[src/rtl/motor_drive_decoder.sv]
// Receive-side decoder for the {rev, fwd} H-bridge drive pair: recovers duty count,
// majority direction and a sticky shoot-through fault over fixed windows of WINDOW clocks.
module motor_drive_decoder #(
  parameter int WINDOW = 256,
  parameter int CNT_W  = 9
) (
  input  logic             clk,
  input  logic             rst_n,
  input  logic             en,
  input  logic [1:0]       drive,
  input  logic             fault_clr,
  output logic [CNT_W-1:0] duty,
  output logic             dir,
  output logic             valid,
  output logic             fault
);

  localparam logic [CNT_W-1:0] LAST = CNT_W'(WINDOW - 1);

  logic [1:0]       sync1_q, sync1_d;
  logic [1:0]       sync2_q, sync2_d;
  logic [CNT_W-1:0] wcnt_q, wcnt_d;
  logic [CNT_W-1:0] fwd_cnt_q, fwd_cnt_d;
  logic [CNT_W-1:0] rev_cnt_q, rev_cnt_d;
  logic [CNT_W-1:0] duty_q, duty_d;
  logic             dir_q, dir_d;
  logic             valid_q, valid_d;
  logic             fault_q, fault_d;

  logic             inc_f, inc_r, close;
  logic [CNT_W-1:0] fwd_fin, rev_fin;

  always_ff @(posedge clk or negedge rst_n) begin
    if (!rst_n) begin
      sync1_q   <= '0;
      sync2_q   <= '0;
      wcnt_q    <= '0;
      fwd_cnt_q <= '0;
      rev_cnt_q <= '0;
      duty_q    <= '0;
      dir_q     <= 1'b0;
      valid_q   <= 1'b0;
      fault_q   <= 1'b0;
    end else begin
      sync1_q   <= sync1_d;
      sync2_q   <= sync2_d;
      wcnt_q    <= wcnt_d;
      fwd_cnt_q <= fwd_cnt_d;
      rev_cnt_q <= rev_cnt_d;
      duty_q    <= duty_d;
      dir_q     <= dir_d;
      valid_q   <= valid_d;
      fault_q   <= fault_d;
    end
  end

  always_comb begin
    sync1_d   = drive;
    sync2_d   = sync1_q;
    wcnt_d    = wcnt_q;
    fwd_cnt_d = fwd_cnt_q;
    rev_cnt_d = rev_cnt_q;
    duty_d    = duty_q;
    dir_d     = dir_q;
    valid_d   = 1'b0;

    inc_f   = (sync2_q == 2'b01);
    inc_r   = (sync2_q == 2'b10);
    // Close-cycle sample belongs to the window being reported.
    fwd_fin = fwd_cnt_q + {{(CNT_W-1){1'b0}}, inc_f};
    rev_fin = rev_cnt_q + {{(CNT_W-1){1'b0}}, inc_r};
    close   = en && (wcnt_q == LAST);

    if (!en) begin
      wcnt_d    = '0;
      fwd_cnt_d = '0;
      rev_cnt_d = '0;
    end else if (close) begin
      wcnt_d    = '0;
      fwd_cnt_d = '0;
      rev_cnt_d = '0;
      duty_d    = fwd_fin + rev_fin;
      valid_d   = 1'b1;
      if (rev_fin > fwd_fin) begin
        dir_d = 1'b1;
      end else if (fwd_fin > rev_fin) begin
        dir_d = 1'b0;
      end
    end else begin
      wcnt_d    = wcnt_q + 1'b1;
      fwd_cnt_d = fwd_fin;
      rev_cnt_d = rev_fin;
    end

    // A shoot-through sample outranks a simultaneous clear.
    fault_d = (sync2_q == 2'b11) | (fault_q & ~fault_clr);
  end

  assign duty  = duty_q;
  assign dir   = dir_q;
  assign valid = valid_q;
  assign fault = fault_q;

endmodule
[config.mk]
export PLATFORM = sky130hd
export DESIGN_NAME = motor_drive_decoder
export DESIGN_NICKNAME = d
export VERILOG_FILES = /design/src/rtl/motor_drive_decoder.sv
export SDC_FILE = /design/constraint.sdc
export NUM_CORES = 1
export LEC_CHECK = 0
export BUFFER_PORTS_ARGS = -buffer_cell sky130_fd_sc_hd__buf_2
export CAP_MARGIN = 20
export CORE_ASPECT_RATIO = 0.8
export CORE_UTILIZATION = 37
export CTS_CLUSTER_SIZE = 16
export DETAILED_ROUTE_END_ITERATION = 12
export GPL_TIMING_DRIVEN = 0
export PLACE_DENSITY = 0.62
export SETUP_SLACK_MARGIN = 0.05
export SYNTH_ARGS = -nofsm -noshare
export SYNTH_HDL_FRONTEND = slang
export SYNTH_SLANG_ARGS = --single-unit
[constraint.sdc]
create_clock -name clk -period 2.65 [get_ports clk]
set_clock_uncertainty 0.05 [all_clocks]
set_input_delay 0.53 -clock clk [delete_from_list [all_inputs] [get_ports clk]]
set_output_delay 0.53 -clock clk [all_outputs]
set_load 0.05 [all_outputs]
==> results of run 1 <==
==> worst max path at each step <==
stage               endpoint  slack, ns        from
global placement         dir      -0.25  sync2_q[0]
global route             dir      -0.22  sync2_q[1]
CTS                      dir      -0.06  sync2_q[0]
detailed placement       dir      -0.25  sync2_q[0]
finish                   dir      -0.05  sync2_q[0]
floorplan                dir       0.05  sync2_q[0]
==> per-layer routing <==
metal,up-vias,GRT usage (%),part of all wire (%)
met3,9,3.438,3.0
met1,784,21.05,52
met5,-,0,0
li1,824,-,-
met2,24,23.91,43
met4,0,4.301,1.8
==> area by class of cell <==
| cell class | count | area [sq um] | share of cell area (%) |
|---|---|---|---|
| buffer | 4 | 25.02 | 0.8547 |
| timing repair buffer | 25 | 145.1 | 4.957 |
| sequential | 43 | 1076 | 36.75 |
| clock buffer | 5 | 68.82 | 2.350 |
| inverter | 16 | 60.06 | 2.051 |
| clock inverter | 2 | 13.76 | 0.4701 |
| multi-input combinational | 171 | 1438 | 49.10 |
| tap | 81 | 101.3 | 3.462 |
==> placed cells by master (no fill, tap or decap), types with 3 or more instances in the layout <==
master,synthesis,routed
dfrtp_1,43,43
nor2_1,31,27
nand2_1,20,20
buf_2,2,19
ha_1,24,16
inv_1,16,13
o21ai_0,13,12
xnor2_1,13,11
nand3_1,11,10
nor2b_1,11,9
buf_4,0,8
xor2_1,15,7
xor2_2,0,6
a21oi_1,7,6
ha_4,0,6
clkbuf_8,0,5
inv_2,0,3
nor2_4,0,3
nor3_1,3,3
==> metrics by stage <==
stage / setup slack, ns / total power (W) / utilization (%) / cells
2_1_floorplan: 0.05427 / 0.0007864 / - / 234
3_3_place_gp: -0.2472 / 0.0008298 / 42.79 / 332
3_5_place_dp: -0.2525 / 0.0008321 / 42.79 / 332
4_1_cts: -0.05945 / 0.001246 / 47.29 / 343
5_1_grt: -0.2190 / 0.001302 / 48.75 / 347
6_report: -0.05152 / 0.001230 / 48.75 / 347
==> synth_stat cells (2+ instances only) <==
cell type   n  area, sq um
nor2_1     31        116.4
xnor2_1    13        113.9
nand2_1    20        75.07
o21ai_0    13        65.06
dfrtp_1    43         1076
a31oi_1     2        12.51
and3_1      4        25.02
nor3_1      3        15.01
xor2_1     15        131.4
a21oi_1     7        35.03
nand3_1    11        55.05
inv_1      16        60.06
buf_2       2        10.01
nand2b_1    2        12.51
ha_1       24        300.3
nor2b_1    11        68.82
or3_1       2        12.51
==> cell families (layout without fill, tap and decap cells) <==
kind of cell / Yosys count / count (layout) / synth area share (%)
simple gates: 88 / 88 / 17.66
flops: 43 / 43 / 46.16
compound gates: 29 / 29 / 7.783
xor+xnor: 28 / 28 / 10.52
fa+ha+maj: 25 / 25 / 13.74
buf+inv: 20 / 52 / 3.650
mux: 1 / 1 / 0.4831
==> what timing repair did <==
action,in CTS,in global routing
gates resized for setup,23,13
endpoints found under the setup margin,4,6
setup buffers,4,4
pin swaps,7,9
==> power breakdown <==
| group | internal, W | switching (W) |
|---|---|---|
| clock network | 0.000180 | 0.000222 |
| registers | 0.000674 | 0.0000142 |
| logic | 0.0000462 | 0.0000934 |
==> worst max-delay path, cell delays in order (launching register included) <==
cell and delay (ns):
dfrtp_1 0.41, nor2b_4 0.21, ha_2 0.20, nand2_1 0.08
nor2_4 0.13, and3_4 0.23, xor2_4 0.18, ha_4 0.24
or4b_4 0.56, nor2_1 0.13, o21ai_0 0.11, o41ai_2 0.06
==> flip-flops by register name (all words and copies together), names as in the netlist <==
register / flops
dir: 1
duty: 9
fault: 1
fwd_cnt_q: 9
rev_cnt_q: 9
sync1_q: 2
sync2_q: 2
valid: 1
wcnt_q: 9
==> metrics.txt, run 1 <==
number of synthesized flops with an enable pin=0; layout cell share with drive strength beyond 1=27.07%; First DRT Iteration DRCs=30; Post-layout nets=297; PD cells=420.1 nW/um^2; WL per Instance=13.26 um; Slew Limit Fails=0; via-per-instance ratio=between 4 and 5; Tot GR Track Use=15.14%; Setup crit end kind=flip-flop; hold path depth=1; setup TNS=-0.05152 ns; first-pass GRT wire length=7.707 mm; Core Rows=25; r2r setup slk=-0.05 ns; routed via count=1,641; Synth Instances=roughly 230; vias in the first global route=1,587; Final ANT Viol Nets=0; Max Cap Violations=0; Final Instance Area=2928 sq um; core area=approximately 6000 sq um; count of port buffers added during placement=17; Data required, critical path=2.80 ns; HP Class=in -> reg; failing checks=negative setup slack; Tmin final=approximately 2.7 ns; Die Area=6623 sq um; Top FF cell, synth=dfrtp_1; Syn Std Cell Area=2331 sq um; count of state elements after synthesis=43; Worst Hold Path EP=sync1_q[0]; Worst R2R Start=sync2_q[0]; placed cell area=2570 sq um; CTS Buf Count=5; DRC=0; worst rel slew slack=between 30% and 40%; RSZ-0062 raised after global routing=yes; fraction of registers with async set or reset after synthesis=100.0%; Reg2Reg Depth=11; htree depth=2; Hold Fails Final Rpt=0; largest net degree at the start of global routing=44; TritonCTS clock tree=yes; Synth-to-Final Area Change=25.60%; I/O pin count=18; height of the die=72.99 um; Final GP Congestion=0.7657; worst-margin pin slew=0.9546 ns; syn_nets=265; clock buffer depth=2; Avg Inst Size Synth=9.961 sq um; starting density of the core=approximately two fifths; Warnings, synthesis=0; total routed wirelength=4.600 mm; Max Clk Rate=0.3702 GHz; hold path startpoint=drive[0]; Setup-failing EPs final=1; clk_lat worst skew=roughly 0.29 ns; Root Buffer=clkbuf_8; setup ws final=-0.05152 ns; Critical Path Start Type=flip-flop; Static Leak=1.388 nW; Worst EP arrival=around 2.9 ns; initial antenna violation count=0; hold_ws=between 0.2 and 0.3 ns; Max rail drop VDD=0.1917 mV; Worst-path clk slew=0.08 ns; Synth cell types=32; reg2reg end=dir; Die W=slightly above 90 um; Detailed Place HPWL=between 3 and 4 mm; Hold Buf Count CTS=0; DRT Pass-1 Iters=4; clock sink count=43; crit share post-route=101.9%; WS Path Type=reg -> reg; outcome=finished, violations left; total grt overflow=0; CP Max Fanout=4; n_diodes=0; sequential share of the synthesized area=46.16%; Filler cells=559
Note: power is estimated with default switching activity, not from simulation.
==> run 2: changes to the inputs <==
- clock period: 2.65 -> 2.3 ns (I/O delays scaled with it)
==> metrics.txt, run 2 (synthesis results as in run 1) <==
worst rel slew slack=35.46%; CP max stage delay=0.48 ns; HP Class=in -> reg; via-per-instance ratio=4.749; Max Cap Violations=0; Static Leak=1.469 nW; Max rail drop VDD=around 0.24 mV; initial antenna violation count=0; n_diodes=0; register area=1076 sq um; clock buffer depth=2; count of port buffers added during placement=17; height of the die=72.99 um; DRC=0; Crit path top cell by count=ha_4; Filler cells=559; WL per Instance=approximately 15 um; Synth-to-Final Area Change=33.60%; PD cells=about 500 nW/um^2; routed via count=roughly 1,700; starting density of the core=38.81%; Worst EP arrival=2.85 ns; Placed Cells incl. Taps=about 330; TritonCTS clock tree=yes; CTS Buf Count=5; Max Clk Rate=between 0.3 and 0.4 GHz; failing checks=negative setup slack; Tmin final=2.718 ns; CP Buf/Inv Count=0; RSZ-0062 raised after global routing=yes; worst-margin pin slew=between 0.9 and 1 ns; Final ANT Viol Nets=0; setup ws final=-0.4177 ns; I/O pin count=18; Hold Fails Final Rpt=0; area of the multi-input gates=1505 sq um; Setup crit end kind=flip-flop; Data required, critical path=2.43 ns; Post-layout nets=309; CP delay by family, top=simple AND/OR/NAND/NOR gates; critical-path cell list=nor2b_4 -> ha_4 -> ha_4 -> nand3_4 -> nor2_4 -> and3_4 -> xor2_2 -> ha_1 -> or4b_4 -> a221oi_2 -> o41ai_2; crit share post-route=118.2%; setup TNS=-1.315 ns; commonest non-fill, non-tap cell in the layout=dfrtp_1; Die Area=6623 sq um; clk_lat worst skew=around 0.3 ns; CP max stage cell=or4b_4; largest net degree at the start of global routing=44; DRT Pass-1 Iters=6; core area=between 6000 and 7000 sq um; first-pass GRT wire length=between 8 and 9 mm; clock sink count=43; First DRT Iteration DRCs=55; Die W=about 91 um; pre-CTS setup slack=-0.5372 ns; Detailed Place HPWL=3.373 mm; Slew Limit Fails=0; Critical Path Start Type=flip-flop; Core Rows=25; outcome=finished, violations left; Non-Filler Instances=359; Final GP Congestion=0.7548; Worst-path clk slew=0.08 ns; htree depth=2; hold_ws=0.2135 ns; total grt overflow=0; CP Max Fanout=3; most frequent cells in the layout=dfrtp_1, nor2_1, nand2_1; total routed wirelength=between 5 and 6 mm; vias in the first global route=1,681; Setup-failing EPs final=6; WS Path Type=reg -> reg; layout cell share with drive strength beyond 1=34.53%; Root Buffer=clkbuf_8; Tot GR Track Use=16.89%; post-layout util=51.85%
==> run 2: where the power goes <==
part | internal, W | switching [W] | total [W] | leakage [nW]
registers | 0.000777 | 0.0000166 | 0.000793 | 0.565
logic | 0.0000580 | 0.000110 | 0.000169 | 0.854
clock network | 0.000317 | 0.000271 | 0.000588 | 0.0502
total | 0.00115 | 0.000398 | 0.00155 | 1.47
==> run 2: worst paths after layout <==
path | endpoint | start | cells after the start | slack, ns
hold / removal | sync1_q[0] | drive[0] | 1 | 0.21
setup / recovery | dir | sync2_q[0] | 11 | -0.42
max in group asynchronous | rev_cnt_q[1] | rst_n | 1 | 1.34
setup reg to reg | dir | sync2_q[0] | 11 | -0.42
min in group asynchronous | duty[4] | rst_n | 1 | 0.24
hold reg to reg | sync2_q[1] | sync1_q[1] | 0 | 0.31
==> run 2: through the flow <==
stage,power (W),cell area [sq um]
final,0.001550,3114
after global placement,0.0009592,2620
after global routing,0.001624,3114
after floorplan,0.0009080,2434
after detailed placement,0.0009629,2620
after CTS,0.001566,2945
==> run 2: worst reg2reg max path, stage by stage, from the launching register on <==
cell and delay, ns:
dfrtp_1 0.41, nor2b_4 0.22, ha_4 0.15, ha_4 0.14, nand3_4 0.10, nor2_4 0.15
and3_4 0.21, xor2_2 0.07, ha_1 0.32, or4b_4 0.48, a221oi_2 0.21, o41ai_2 0.08
==> run 2: metal layers <==
| metal | vias up | GRT usage (%) | wire (um) |
|---|---|---|---|
| li1 | 847 | - | - |
| met1 | 828 | 23.12 | 2627 |
| met2 | 23 | 26.68 | 2409 |
| met3 | 7 | 4.375 | 141 |
| met4 | 0 | 4.839 | 73 |
| met5 | - | 0 | 0 |
==> run 2: layout make-up <==
class / instances / area share (%)
multi-input cells: 171 / 48.33
clock buffers: 5 / 2.210
inverters: 16 / 1.928
clock inverters: 2 / 1.205
well taps: 81 / 3.254
repair buffers: 37 / 7.674
flip-flops and latches: 43 / 34.55
plain buffers: 4 / 0.8437
==> run 2: repair_timing <==
action                     in CTS  in global routing
cloned                          0                  0
gates resized for setup        25                 19
setup endpoints to repair       7                 29
buffers inserted                8                 12
pin swaps                       8                 13
hold buffers                    0                  0
==> run 3: changes to the inputs <==
- ABC_CLOCK_PERIOD_IN_PS: not set -> 2300
- BUFFER_PORTS_ARGS: -buffer_cell sky130_fd_sc_hd__buf_2 -> -buffer_cell sky130_fd_sc_hd__buf_4
- CORE_UTILIZATION: 37 -> 40
- PLACE_DENSITY: 0.62 -> 0.65
==> metrics.txt, run 3 (synthesis results as in run 1) <==
Critical Path Start Type=flip-flop; via-per-instance ratio=around 4.8; total routed wirelength=4.717 mm; Filler cells=about 500; Int Power=roughly 0.0012 W; failing checks=negative setup slack; CP Max Fanout=3; Final GP Congestion=0.8015; largest net degree at the start of global routing=44; area of the multi-input gates=1494 sq um; Static Leak=1.439 nW; worst rel slew slack=around 65%; total power=about 0.0015 W; first-pass GRT wire length=~8.1 mm; Clock Power Share=between 30% and 40%; vias in the first global route=1,668; Setup crit end kind=flip-flop; RSZ-0062 raised after global routing=yes; PD cells=between 500 and 600 nW/um^2; clock buffer depth=2; Crit path top cell by count=ha_4; setup TNS=-1.106 ns; Comb pwr share=10.9%; hold_ws=0.07398 ns; Worst-path clk slew=0.08 ns; CP Buf/Inv Count=1; crit share post-route=117.9%; DRC=0; Final Instance Area=a little over 3000 sq um; Die Area=6139 sq um; CP delay by family, top=simple AND/OR/NAND/NOR gates; Die W=87.35 um; total grt overflow=0; First DRT Iteration DRCs=57; commonest non-fill, non-tap cell in the layout=dfrtp_1; routed via count=1,649; Hold Fails Final Rpt=0; CTS Buf Count=5; Slew Limit Fails=0; height of the die=70.28 um; Detailed Place HPWL=3.289 mm; clock sink count=43; Tmin final=roughly 2.7 ns; DRT Pass-1 Iters=4; outcome=finished, violations left; WL per Instance=13.63 um; most frequent cells in the layout=dfrtp_1, nor2_1, buf_4; Core Rows=24; Seq pwr share=51.5%; Max Clk Rate=0.3688 GHz; initial antenna violation count=0; register area=1076 sq um; setup ws final=-0.4114 ns; htree depth=2; Hold Buf Count CTS=0; CP max stage delay=0.50 ns; starting density of the core=42.19%; HP Class=in -> async; clk_lat worst skew=~0.30 ns; Max Cap Violations=0; CP max stage cell=or4b_4; Final ANT Viol Nets=0; WS Path Type=reg -> reg; Tot GR Track Use=17.75%; Max rail drop VDD=approximately 0.34 mV; n_diodes=0; Placed Cells incl. Taps=between 300 and 400; Setup-failing EPs final=6; core area=5525 sq um; count of port buffers added during placement=17; Root Buffer=clkbuf_8; layout cell share with drive strength beyond 1=between 20% and 30%; Sw Ratio=25.06%; Data required, critical path=~2.4 ns; Post-layout nets=299; Non-Filler Instances=roughly 350; P_sw=0.0003865 W; I/O pin count=18; critical-path cell list=nor2b_4 -> ha_4 -> ha_4 -> nand2_1 -> or2_4 -> xor2_4 -> inv_1 -> ha_2 -> or4b_4 -> a221oi_2 -> o41ai_2; TritonCTS clock tree=yes; placed cell area=2659 sq um; Worst EP arrival=approximately 2.8 ns; Synth-to-Final Area Change=31.56%; worst-margin pin slew=around 0.53 ns
==> run 3: area by class of cell <==
| class | instances | share of cell area [%] |
|---|---|---|
| multi-input combinational | 171 | 48.71 |
| sequential | 43 | 35.09 |
| timing repair buffer | 27 | 6.732 |
| tap | 78 | 3.182 |
| clock buffer | 5 | 2.244 |
| inverter | 16 | 1.958 |
| clock inverter | 2 | 1.224 |
| buffer | 4 | 0.8568 |
==> run 3: path summary, 6_finish.rpt <==
| kind | from | to | slack (ns) | cells after the start |
|---|---|---|---|---|
| max reg2reg | sync2_q[1] | dir | -0.41 | 11 |
| min reg2reg | sync1_q[1] | sync2_q[1] | 0.31 | 0 |
| max in group asynchronous | rst_n | fwd_cnt_q[6] | 1.75 | 1 |
| max | sync2_q[1] | dir | -0.41 | 11 |
| min | rst_n | duty[4] | 0.07 | 1 |
| min in group clk | drive[0] | sync1_q[0] | 0.21 | 1 |
==> run 3: metrics by stage <==
| stage | util (%) | worst slack (ns) |
|---|---|---|
| 3_3_place_gp | 48.12 | -0.5344 |
| 6_report | 55.50 | -0.4114 |
| 4_1_cts | 54.08 | -0.4104 |
| 5_1_grt | 55.50 | -0.5408 |
| 3_5_place_dp | 48.12 | -0.5465 |
| 2_1_floorplan | - | -0.2657 |
==> run 3: repair_timing <==
action,in CTS,in global routing
endpoints found under the hold margin,0,0
endpoints found under the setup margin,17,10
pin swaps,9,4
cloned,0,0
buffers inserted,8,2
gates resized for setup,26,14
==> run 3: metal layers <==
metal | vias up | track usage [%] | routed length [um]
met4 | 0 | 7.104 | 76
met5 | - | 0 | 0
li1 | 833 | - | -
met3 | 8 | 3.901 | 120
met1 | 789 | 25.40 | 2427
met2 | 19 | 25.95 | 2092
==> run 3: power by group through the flow <==
stage / combinational (W) / sequential [W] / clock [W]
final: 0.000168 / 0.000795 / 0.000580
after global routing: 0.000190 / 0.000798 / 0.000637
after CTS: 0.000169 / 0.000794 / 0.000602
after detailed placement: 0.000163 / 0.000807 / 0
after global placement: 0.000162 / 0.000806 / 0
after floorplan: 0.0000689 / 0.000839 / 0
==> run 3: worst reg2reg max path: cells and delay by family, from the launching register on <==
family          cells  cell delay (ns)
flops               1             0.41
fa+ha+maj           3             0.55
compound gates      2             0.30
xor+xnor            1             0.17
buf+inv             1             0.07
simple gates        4             1.04
